$ cat config.mk
export PLATFORM = sky130hd
export DESIGN_NAME = arp_cam_insert_ctrl
export DESIGN_NICKNAME = d
export VERILOG_FILES = /design/src/rtl/arp_cam_insert_ctrl.sv
export SDC_FILE = /design/constraint.sdc
export NUM_CORES = 1
export LEC_CHECK = 0
export BUFFER_PORTS_ARGS = -buffer_cell sky130_fd_sc_hd__buf_2
export CORE_ASPECT_RATIO = 0.5
export CORE_MARGIN = 5
export CORE_UTILIZATION = 55
export CTS_CLUSTER_SIZE = 16
export DETAILED_ROUTE_END_ITERATION = 12
export PLACE_DENSITY = 0.77
export SYNTH_ARGS = -nofsm -noshare
export SYNTH_HDL_FRONTEND = slang
export SYNTH_SLANG_ARGS = --single-unit
$ cat constraint.sdc
create_clock -name clk_i -period 9.4 [get_ports clk_i]
set_input_delay 0.94 -clock clk_i [delete_from_list [all_inputs] [get_ports clk_i]]
set_output_delay 0.94 -clock clk_i [all_outputs]
set_load 0.1 [all_outputs]
$ cat src/rtl/arp_cam_insert_ctrl.sv
// Insert controller for the ARP CAM: scans a shadow of the CAM keys for the request's IP,
// then writes it over the matching entry, the lowest free entry, or a pseudo-random victim.
module arp_cam_insert_ctrl #(
  parameter int unsigned DEPTH = 8,
  parameter int unsigned IDXW  = 3
) (
  input  logic            clk_i,
  input  logic            rst_ni,
  input  logic [15:0]     rnd_i,
  input  logic            flush_i,
  input  logic            ins_valid_i,
  output logic            ins_ready_o,
  input  logic [31:0]     ins_ip_i,
  input  logic [47:0]     ins_mac_i,
  output logic            wr_en_o,
  output logic [IDXW-1:0] wr_idx_o,
  output logic [31:0]     wr_ip_o,
  output logic [47:0]     wr_mac_o,
  output logic            rsp_valid_o,
  input  logic            rsp_ready_i,
  output logic [IDXW-1:0] rsp_idx_o,
  output logic [1:0]      rsp_kind_o
);

  typedef enum logic [1:0] {StIdle, StSearch, StWrite, StResp} state_e;

  localparam logic [1:0]      KindUpdate = 2'b01;
  localparam logic [1:0]      KindNew    = 2'b10;
  localparam logic [1:0]      KindEvict  = 2'b11;
  localparam logic [IDXW-1:0] LastIdx    = IDXW'(DEPTH - 1);

  state_e          state_q;
  logic            rdy_en_q;
  logic [DEPTH-1:0] valid_q;
  logic [31:0]     key_q [DEPTH];
  logic [31:0]     ip_q;
  logic [47:0]     mac_q;
  logic [IDXW-1:0] scan_q;
  logic            cmp_vld_q;
  logic            cmp_hit_q;
  logic            cmp_free_q;
  logic [IDXW-1:0] cmp_idx_q;
  logic            free_found_q;
  logic [IDXW-1:0] free_idx_q;
  logic [IDXW-1:0] tgt_q;
  logic [1:0]      kind_q;
  logic            wr_en_q;
  logic            rsp_valid_q;

  logic            cur_hit;
  logic            free_any;
  logic [IDXW-1:0] free_sel;
  logic            unused_rnd;

  assign unused_rnd = ^rnd_i[15:IDXW];

  // The compare result is registered, so each entry is decided one cycle after it is read.
  assign cur_hit  = valid_q[scan_q] && (key_q[scan_q] == ip_q);
  assign free_any = free_found_q || cmp_free_q;
  assign free_sel = free_found_q ? free_idx_q : cmp_idx_q;

  assign ins_ready_o = rdy_en_q && (state_q == StIdle) && !flush_i;
  assign wr_en_o     = wr_en_q;
  assign wr_idx_o    = tgt_q;
  assign wr_ip_o     = ip_q;
  assign wr_mac_o    = mac_q;
  assign rsp_valid_o = rsp_valid_q;
  assign rsp_idx_o   = tgt_q;
  assign rsp_kind_o  = kind_q;

  always_ff @(posedge clk_i or negedge rst_ni) begin
    if (!rst_ni) begin
      state_q      <= StIdle;
      rdy_en_q     <= 1'b0;
      valid_q      <= '0;
      ip_q         <= '0;
      mac_q        <= '0;
      scan_q       <= '0;
      cmp_vld_q    <= 1'b0;
      cmp_hit_q    <= 1'b0;
      cmp_free_q   <= 1'b0;
      cmp_idx_q    <= '0;
      free_found_q <= 1'b0;
      free_idx_q   <= '0;
      tgt_q        <= '0;
      kind_q       <= 2'b00;
      wr_en_q      <= 1'b0;
      rsp_valid_q  <= 1'b0;
    end else begin
      rdy_en_q <= 1'b1;
      unique case (state_q)
        StIdle: begin
          if (flush_i) begin
            valid_q <= '0;
          end else if (ins_valid_i && ins_ready_o) begin
            ip_q         <= ins_ip_i;
            mac_q        <= ins_mac_i;
            scan_q       <= '0;
            cmp_vld_q    <= 1'b0;
            free_found_q <= 1'b0;
            state_q      <= StSearch;
          end
        end
        StSearch: begin
          if (cmp_vld_q && cmp_hit_q) begin
            tgt_q   <= cmp_idx_q;
            kind_q  <= KindUpdate;
            wr_en_q <= 1'b1;
            state_q <= StWrite;
          end else if (cmp_vld_q && (cmp_idx_q == LastIdx)) begin
            tgt_q   <= free_any ? free_sel : rnd_i[IDXW-1:0];
            kind_q  <= free_any ? KindNew : KindEvict;
            wr_en_q <= 1'b1;
            state_q <= StWrite;
          end else begin
            if (cmp_vld_q && cmp_free_q && !free_found_q) begin
              free_found_q <= 1'b1;
              free_idx_q   <= cmp_idx_q;
            end
            cmp_vld_q  <= 1'b1;
            cmp_hit_q  <= cur_hit;
            cmp_free_q <= !valid_q[scan_q];
            cmp_idx_q  <= scan_q;
            scan_q     <= scan_q + IDXW'(1);
          end
        end
        StWrite: begin
          valid_q[tgt_q] <= 1'b1;
          wr_en_q        <= 1'b0;
          rsp_valid_q    <= 1'b1;
          state_q        <= StResp;
        end
        StResp: begin
          if (rsp_ready_i) begin
            rsp_valid_q <= 1'b0;
            state_q     <= StIdle;
          end
        end
        default: state_q <= StIdle;
      endcase
    end
  end

  // Keys are only meaningful under their valid bit, so they need no reset.
  always_ff @(posedge clk_i) begin
    if (state_q == StWrite) begin
      key_q[tgt_q] <= ip_q;
    end
  end

endmodule

==> flow_summary.json, run 1 <==
{
  "antenna_found_initial": 0,
  "reg2reg_depth": 8,
  "fin_worst_skew_ps": 21.3,
  "antenna_left": 0,
  "cts_inserted_buffers": 34,
  "fin_setup_tns_ps": 0,
  "coreArea_um2": 26200,
  "r2r_start": "scan_q[1]",
  "highest_layer": "met4",
  "avgSynthCellArea_um2": 19.1,
  "cts_buffer_depth": 3,
  "port_buffers": 178,
  "hold_buffers": 0,
  "post-place-cells": 1267,
  "fillers": 1754,
  "regArea_um2": 10500,
  "rows": 42,
  "crit_arrival_ps": 4080,
  "synthAdderAreaFrac_pct": 0.516,
  "cts_root_buf": "clkbuf_16",
  "routedWlPerCell_um": 22.0,
  "synth-simple-area-share_pct": 2.98,
  "clkTransAtPathRegs_ps": 70,
  "synth_area_leaders": "edfxtp_1 (53%), dfrtp_1 (19%), mux4_2 (9.6%), mux2_2 (7.0%), mux2i_1 (1.9%)",
  "hp-class": "input port to asynchronous set/reset pin",
  "yosys_warnings": 0,
  "drcViolationCount": 0,
  "via_count": 7507,
  "instances_no_fill": 1328,
  "grt_max_degree": 87,
  "ys_types": 38,
  "r2r_end": "cmp_hit_q",
  "multi_input_area_um2": 3880,
  "post-dp-hpwl_mm": 16.5,
  "wl_met3_mm": 1.69,
  "synth-compound-area-share_pct": 1.78,
  "clk_latency_ps": 520,
  "wl_mm": 29.2,
  "startpoint": "scan_q[1]",
  "ys_seq_area_share_pct": 72.0,
  "synth-seq-cells": 367,
  "firstDrtPassIters": 5,
  "gp_congestion": 0.756,
  "grt_overflow_total": 0,
  "start_kind": "flip-flop",
  "synthArstFlopShare_pct": 30.2,
  "grt_pass1_vias": 8176,
  "area_delta_synth_final_pct": 16.0,
  "syn_nets": 868,
  "synth-edff-count": 256,
  "io_pins": 192,
  "synth_ff_type": "edfxtp_1",
  "fmax_mhz": 273,
  "wl_met2_mm": 14.6,
  "drive_gt1_share_pct": 41.6,
  "fin_hold_ws_ps": 492,
  "clock-sinks": 367,
  "period_needed_ps": 3660,
  "cts_tree": "done",
  "cap_violations": 0,
  "cp-end-kind": "flip-flop",
  "synth_top_area_share_pct": 52.9,
  "cts_setup_buffers": 0,
  "grt_usage_pct": 19.8,
  "cts_resized": 0,
  "path_max_fanout": 50,
  "rsz0062_at_grt": "no",
  "antenna_cells": 0,
  "htree_num_levels": 2,
  "die-area_um2": 30000,
  "setup_viol": 0,
  "relSlewSlack_pct": 17.5,
  "required_ps": 9820,
  "final_max_slew_viol_count": 0,
  "rrSetupSlack_ps": 5740,
  "via_per_inst": 5.65,
  "worstMarginPinSlew_ps": 1240,
  "drt_iter0_markers": 689,
  "synth-xor-area-share_pct": 1.93,
  "dieHeight_um": 125,
  "fin_crit_sh_pct": 38.9,
  "synth_top_family_by_area": "multiplexers",
  "synthCells": 761,
  "layout.nets": 1058,
  "wl_met1_mm": 12.5,
  "start_util_pct": 55.4,
  "synth_most_common_cell": "edfxtp_1",
  "finalHoldViolCount": 0,
  "outcome": "finished clean",
  "synthesis.area_um2": 14500,
  "synthMuxAreaShare_pct": 19.2,
  "yosys.area.top_type": "edfxtp_1",
  "ys_top_cells_by_count": "edfxtp_1 (256), dfrtp_1 (111), mux2_2 (91)",
  "critPathCapture": "cmp_hit_q",
  "die_w_um": 240,
  "path_class": "flip-flop to flip-flop",
  "grt_pass1_wl_mm": 46.1
}
-- per-layer routing --
metal  vias up  track usage, %
li1       3343               -
met1      3915            27.9
met2       213            32.7
met3        36            4.27
met4         0            3.90
met5         -               0
-- kinds of logic after synthesis --
family,Yosys count
flops,367
xor+xnor,32
compound gates,42
simple gates,89
buf+inv,40
mux,184
fa+ha+maj,6
other cells,1
-- worst max-delay path, cell delays in order (launching register included) --
cell	delay, ps
dfrtp_4	640
buf_4	790
mux4_2	610
nand2_1	80
nand2_1	70
xor2_1	180
nor4_1	620
nand4_1	310
o31ai_2	240
-- flip-flops by register name, summed over array words and instances (netlist names) --
name          flops
free_found_q      1
rsp_kind_o        2
wr_mac_o         48
key_q           256
free_idx_q        3
cmp_free_q        1
scan_q            3
valid_q           8
rdy_en_q          1
rsp_idx_o         3
state_q           2
rsp_valid_o       1
cmp_hit_q         1
cmp_idx_q         3
cmp_vld_q         1
wr_en_o           1
wr_ip_o          32
-- area by class of cell --
class,instances,share of cell area (%)
Inverter,4,0.0890
Multi-Input combinational cell,354,23.0
Sequential cell,367,62.1
Clock inverter,16,0.824
Timing Repair Buffer,190,5.83
Tap cell,352,2.61
Clock buffer,45,5.54
-- through the flow --
step                worst slack, ps  util, %  instance area, um2
CTS                            5690     64.3               16900
detailed placement             5700     60.2               15800
global route                   5440     64.3               16900
global placement               5730     60.2               15800
floorplan                      5490        -               14500
finish                         5740     64.3               16900
-- how the worst min path moves through the flow --
stage,slack [ps],end,startpoint
after floorplan,480,free_idx_q[0],free_idx_q[0]
after detailed placement,490,wr_mac_o[43],wr_mac_o[43]
after CTS,500,wr_mac_o[43],wr_mac_o[43]
final,490,wr_ip_o[29],rst_ni
after global routing,510,wr_mac_o[43],wr_mac_o[43]
after global placement,470,rsp_kind_o[1],rsp_kind_o[1]
-- cell usage in the layout (no fill, tap or decap), types with 3 or more instances in the layout --
cell type / instances
a21oi_1: 21
a221oi_1: 3
a22o_1: 5
a31oi_1: 3
and2_1: 4
buf_2: 177
buf_4: 13
clkbuf_1: 8
clkbuf_16: 35
clkinv_1: 4
clkinv_2: 5
dfrtp_1: 108
edfxtp_1: 256
ha_1: 6
inv_1: 4
mux2_2: 91
mux2i_1: 27
mux4_1: 4
mux4_2: 62
nand2_1: 29
nand2b_1: 11
nand3_1: 3
nand3b_1: 3
nor2_1: 14
nor2_2: 6
nor2b_1: 5
nor4_1: 6
o21ai_0: 6
xnor2_1: 28
xor2_1: 4
Power of run 1 is left out: the tool's default activity adds up to more than one toggle a clock period on the data nets, which glitch-free logic cannot reach.
==> inputs of run 2 (changes only) <==
--- a/config.mk
+++ b/config.mk
@@ -8,10 +8,10 @@
 export BUFFER_PORTS_ARGS = -buffer_cell sky130_fd_sc_hd__buf_2
 export CORE_ASPECT_RATIO = 0.5
 export CORE_MARGIN = 5
-export CORE_UTILIZATION = 55
+export CORE_UTILIZATION = 52
 export CTS_CLUSTER_SIZE = 16
 export DETAILED_ROUTE_END_ITERATION = 12
-export PLACE_DENSITY = 0.77
+export PLACE_DENSITY = 0.76
 export SYNTH_ARGS = -nofsm -noshare
 export SYNTH_HDL_FRONTEND = slang
 export SYNTH_SLANG_ARGS = --single-unit
==> constraint.sdc (replaced) <==
create_clock -name clk_i -period 2.95 [get_ports clk_i]
set_input_delay 0.295 -clock clk_i [delete_from_list [all_inputs] [get_ports clk_i]]
set_output_delay 0.295 -clock clk_i [all_outputs]
set_load 0.1 [all_outputs]
==> flow_summary.json, run 2 (synthesis results as in run 1) <==
{
  "clk_latency_ps": 570,
  "fin_worst_skew_ps": 18.9,
  "area_delta_synth_final_pct": 23.3,
  "post-dp-hpwl_mm": 18.9,
  "layout.nets": 1167,
  "setup_ws_ps": 226,
  "fin_hold_ws_ps": 241,
  "grt_usage_pct": 20.5,
  "coreArea_um2": 27600,
  "relSlewSlack_pct": 44.6,
  "die-area_um2": 31600,
  "path_class": "flip-flop to flip-flop",
  "cts_tree": "done",
  "drt_iter0_markers": 719,
  "worstHoldEndpoint": "scan_q[2]",
  "cap_violations": 0,
  "outcome": "finished clean",
  "fmax_mhz": 367,
  "htree_num_levels": 1,
  "die_w_um": 246,
  "hp-class": "input port to flip-flop",
  "worstMarginPinSlew_ps": 832,
  "fin_crit_sh_pct": 92.4,
  "cpPeakStageDelay_ps": 640,
  "antenna_found_initial": 1,
  "cts_inserted_buffers": 31,
  "setup_viol": 0,
  "wl_mm": 31.6,
  "start_kind": "flip-flop",
  "cp-end-kind": "flip-flop",
  "reg2reg_depth": 7,
  "finalHoldViolCount": 0,
  "crit_buf_inv": 1,
  "final_common_cell": "edfxtp_1",
  "gp_congestion": 0.772,
  "rrSetupSlack_ps": 230,
  "grt_max_degree": 51,
  "path_delay_family": "multiplexers",
  "io_pins": 192,
  "cp_cell_sequence": "buf_4 -> mux4_1 -> mux2i_1 -> xor2_1 -> nand4_1 -> or4_4 -> o31ai_2",
  "via_per_inst": 5.47,
  "regMostFlops": "key_q",
  "required_ps": 3440,
  "hold_start": "ins_valid_i",
  "firstDrtPassIters": 4,
  "critPathSlowestCell": "dfrtp_4",
  "routedWlPerCell_um": 21.5,
  "start_util_pct": 52.7,
  "drcViolationCount": 0,
  "crit_arrival_ps": 3210,
  "rows": 43,
  "cts_setup_buffers": 0,
  "r2r_end": "cmp_hit_q",
  "path_max_fanout": 15,
  "period_needed_ps": 2720,
  "cts_root_buf": "clkbuf_16",
  "port_buffers": 178,
  "cts_buffer_depth": 3,
  "antenna_left": 0,
  "grt_pass1_vias": 8661,
  "dp_slack_ps": 245,
  "drive_gt1_share_pct": 39.7,
  "grt_pass1_wl_mm": 50.0,
  "largest_reg_flops": 256,
  "final_max_slew_viol_count": 0,
  "min_path_cells": 3,
  "fillers": 1851,
  "grt_overflow_total": 0,
  "final_cell_mix": "edfxtp_1 (256), buf_2 (177), dfrtp_1 (108), mux2_2 (91), dlygate4sd3_1 (82)",
  "rsz0062_at_grt": "no",
  "clkTransAtPathRegs_ps": 70,
  "dieHeight_um": 128,
  "clock-sinks": 367,
  "via_count": 8038,
  "r2r_start": "scan_q[1]"
}
-- run 2: layout make-up --
cell class | count | area (um2) | area share, %
Tap cell | 382 | 478 | 2.67
Sequential cell | 367 | 10500 | 58.4
Multi-Input combinational cell | 354 | 3910 | 21.8
Antenna cell | 3 | 7.51 | 0.0419
Inverter | 4 | 15.0 | 0.0838
Clock inverter | 14 | 76.3 | 0.426
Clock buffer | 44 | 855 | 4.77
Timing Repair Buffer | 302 | 2100 | 11.7
-- run 2: worst max-delay path by stage --
stage,from,end,slack (ps),depth (start not counted)
after global placement,scan_q[1],cmp_hit_q,280,8
final,scan_q[1],cmp_hit_q,230,7
after floorplan,rsp_idx_o[2],key_q[7][0],-260,3
after global routing,scan_q[1],cmp_hit_q,70,8
after CTS,scan_q[1],cmp_hit_q,210,7
after detailed placement,scan_q[1],cmp_hit_q,240,8
-- run 2: layer usage --
layer	vias to the layer above	track usage (%)	part of all wire [%]
met1	4176	28.7	43
met4	2	4.49	1.8
met2	241	33.9	50
met5	-	0	0.022
met3	48	4.21	5.6
li1	3571	-	-
-- run 2: worst register-to-register path, cell delays in order, from the launching register on --
cell and delay [ps]:
dfrtp_4 640, buf_4 220, mux4_1 550, mux2i_1 170
xor2_1 180, nand4_1 170, or4_4 450, o31ai_2 250
-- run 2: repair_timing --
| item | CTS | global route |
|---|---|---|
| hold buffers | 82 | 0 |
| gates resized for setup | 0 | 0 |
| hold endpoints to repair | 129 | 0 |
-- run 2: metrics by stage --
stage / setup TNS, ps / cells / area (um2) / utilization (%)
after floorplan: -40550 / 761 / 14600 / -
after global placement: 0 / 1327 / 16200 / 58.6
after detailed placement: 0 / 1327 / 16200 / 58.6
after CTS: 0 / 1467 / 17900 / 64.9
after global routing: 0 / 1467 / 17900 / 64.9
final: 0 / 1470 / 17900 / 64.9
Power of run 2 is left out for the same reason.
==> inputs of run 3 (changes only) <==
--- a/config.mk
+++ b/config.mk
@@ -5,6 +5,7 @@
 export SDC_FILE = /design/constraint.sdc
 export NUM_CORES = 1
 export LEC_CHECK = 0
+export ABC_AREA = 1
 export BUFFER_PORTS_ARGS = -buffer_cell sky130_fd_sc_hd__buf_2
 export CORE_ASPECT_RATIO = 0.5
 export CORE_MARGIN = 5
==> flow_summary.json, run 3 <==
{
  "synth-edff-count": 256,
  "cts_buffer_depth": 3,
  "clk_latency_ps": 520,
  "rows": 44,
  "synth_most_common_cell": "nand2_1",
  "drive_gt1_share_pct": 14.9,
  "start_util_pct": 53.0,
  "synth_area_leaders": "edfxtp_1 (50%), dfrtp_1 (18%), nand2_1 (13%), nand3_1 (4.2%), nor2_1 (4.0%)",
  "worstMarginPinSlew_ps": 699,
  "ys_seq_area_share_pct": 67.8,
  "grt_pass1_vias": 11100,
  "ys_types": 27,
  "die-area_um2": 33400,
  "wl_mm": 37.2,
  "dieHeight_um": 132,
  "synthesis.area_um2": 15400,
  "antenna_left": 0,
  "final_cell_mix": "nand2_1 (516), edfxtp_1 (256), buf_2 (177), nor2_1 (156), inv_1 (145)",
  "io_pins": 192,
  "ys_top_cells_by_count": "nand2_1 (517), edfxtp_1 (256), nor2_1 (165)",
  "yosys_warnings": 0,
  "finalHoldViolCount": 0,
  "port_buffers": 178,
  "coreArea_um2": 29100,
  "regMostFlops": "key_q",
  "period_needed_ps": 2420,
  "setup_viol": 0,
  "drt_iter0_markers": 986,
  "synthCells": 1553,
  "outcome": "finished clean",
  "cap_violations": 0,
  "rsz0062_at_grt": "no",
  "fin_hold_ws_ps": 21.9,
  "synthArstFlopShare_pct": 30.2,
  "fin_crit_sh_pct": 82.2,
  "clkTransAtPathRegs_ps": 70,
  "area_delta_synth_final_pct": 20.7,
  "crit_arrival_ps": 2870,
  "grt_usage_pct": 22.1,
  "final_common_cell": "nand2_1",
  "synth_ff_type": "edfxtp_1",
  "htree_num_levels": 2,
  "via_per_inst": 5.15,
  "synth_top_area_share_pct": 49.8,
  "fillers": 2179,
  "via_count": 11400,
  "clock-sinks": 367,
  "routedWlPerCell_um": 16.8,
  "layout.nets": 1904,
  "avgSynthCellArea_um2": 9.94,
  "cts_root_buf": "clkbuf_16",
  "yosys.area.top_type": "edfxtp_1",
  "antenna_found_initial": 3,
  "multi_input_area_um2": 4140,
  "start_kind": "flip-flop",
  "syn_nets": 1660,
  "hp-class": "input port to flip-flop",
  "die_w_um": 254,
  "required_ps": 3400,
  "grt_pass1_wl_mm": 58.7,
  "post-dp-hpwl_mm": 20.7,
  "cts_tree": "done",
  "cp-end-kind": "flip-flop",
  "fin_worst_skew_ps": 20.8,
  "synth-seq-cells": 367,
  "grt_max_degree": 140,
  "path_max_fanout": 139,
  "largest_reg_flops": 256,
  "final_max_slew_viol_count": 0,
  "relSlewSlack_pct": 53.4,
  "firstDrtPassIters": 5,
  "fmax_mhz": 412,
  "cts_inserted_buffers": 34,
  "drcViolationCount": 0,
  "cts_resized": 0,
  "grt_overflow_total": 0,
  "path_class": "flip-flop to flip-flop",
  "regArea_um2": 10500,
  "gp_congestion": 0.850
}
## run 3: changes by cell type in the layout (fill, tap and decap cells not counted), moves of 9 or more
| cell | change |
|---|---|
| a21oi_1 | -10 |
| buf_4 | -14 |
| dlygate4sd3_1 | -9 |
| inv_1 | +141 |
| mux2_2 | -91 |
| mux2i_1 | -27 |
| mux4_2 | -62 |
| nand2_1 | +487 |
| nand2b_1 | -11 |
| nand3_1 | +127 |
| nor2_1 | +142 |
| o21ai_0 | +102 |
| xnor2_1 | -27 |
## run 3: area by class of cell
class,count,area share [%]
sequential,367,56.2
multi-input combinational,966,22.2
timing repair buffer,279,10.2
clock buffer,48,5.12
inverter,149,3.02
tap,391,2.63
clock inverter,13,0.530
antenna,2,0.0269
## run 3: what timing repair did
action	4_1_cts	5_1_grt
hold buffers	73	0
setup endpoints to repair	0	0
endpoints found under the hold margin	101	0
buffers inserted	0	0
## run 3: worst max-delay path, cell delays in order (launching register included)
cell and delay (ps):
dfrtp_4 430, buf_12 460, nor2_1 110, nor2_1 130
o21ai_0 110, nand3_1 130, nand2_1 60, nand2_1 50
nand2_1 100, a21oi_1 180, nand2_1 70, nor2_1 110
nand3_1 190, nand2_1 110
## run 3: kinds of logic (layout without fill, tap and decap cells)
family | Yosys count | in the layout | synth area share (%)
AOI/OAI and AO/OA | 137 | 137 | 4.64
other | 1 | 3 | 0.0243
and+or+nand+nor | 821 | 821 | 21.2
adders and majority gates | 6 | 6 | 0.486
DFF | 367 | 367 | 67.8
buffers and inverters | 220 | 489 | 5.78
xor gates and xnor gates | 1 | 1 | 0.0568
## run 3: final timing paths
kind	from	to	slack, ps	depth (start not counted)
max in group asynchronous	rst_ni	wr_ip_o[0]	1950	3
worst max register to register	scan_q[0]	cmp_hit_q	530	13
worst max-delay path	scan_q[0]	cmp_hit_q	530	13
worst min-delay path	ins_ip_i[15]	wr_ip_o[15]	20	3
worst min register to register	wr_mac_o[6]	wr_mac_o[6]	470	2
min in group asynchronous	rst_ni	wr_mac_o[7]	250	2
## run 3: layer usage
layer	vias up	routed length, um	global-route usage [%]
li1	5526	-	-
met1	5401	15500	29.8
met2	398	18100	36.6
met3	69	2720	5.03
met4	4	831	6.35
met5	-	16	0
## run 3: metrics by stage
stage          cell area, um2  util, %  cells  setup WS (ps)  setup TNS [ps]
6_report                18600     64.0   2215            526               0
5_1_grt                 18600     64.0   2214            293               0
4_1_cts                 18600     64.0   2213            563               0
3_5_place_dp            16800     57.8   2079            623               0
3_3_place_gp            16800     57.8   2079            653               0
2_1_floorplan           15400        -   1553          -80.2          -10040
Power of run 3 is left out for the same reason.
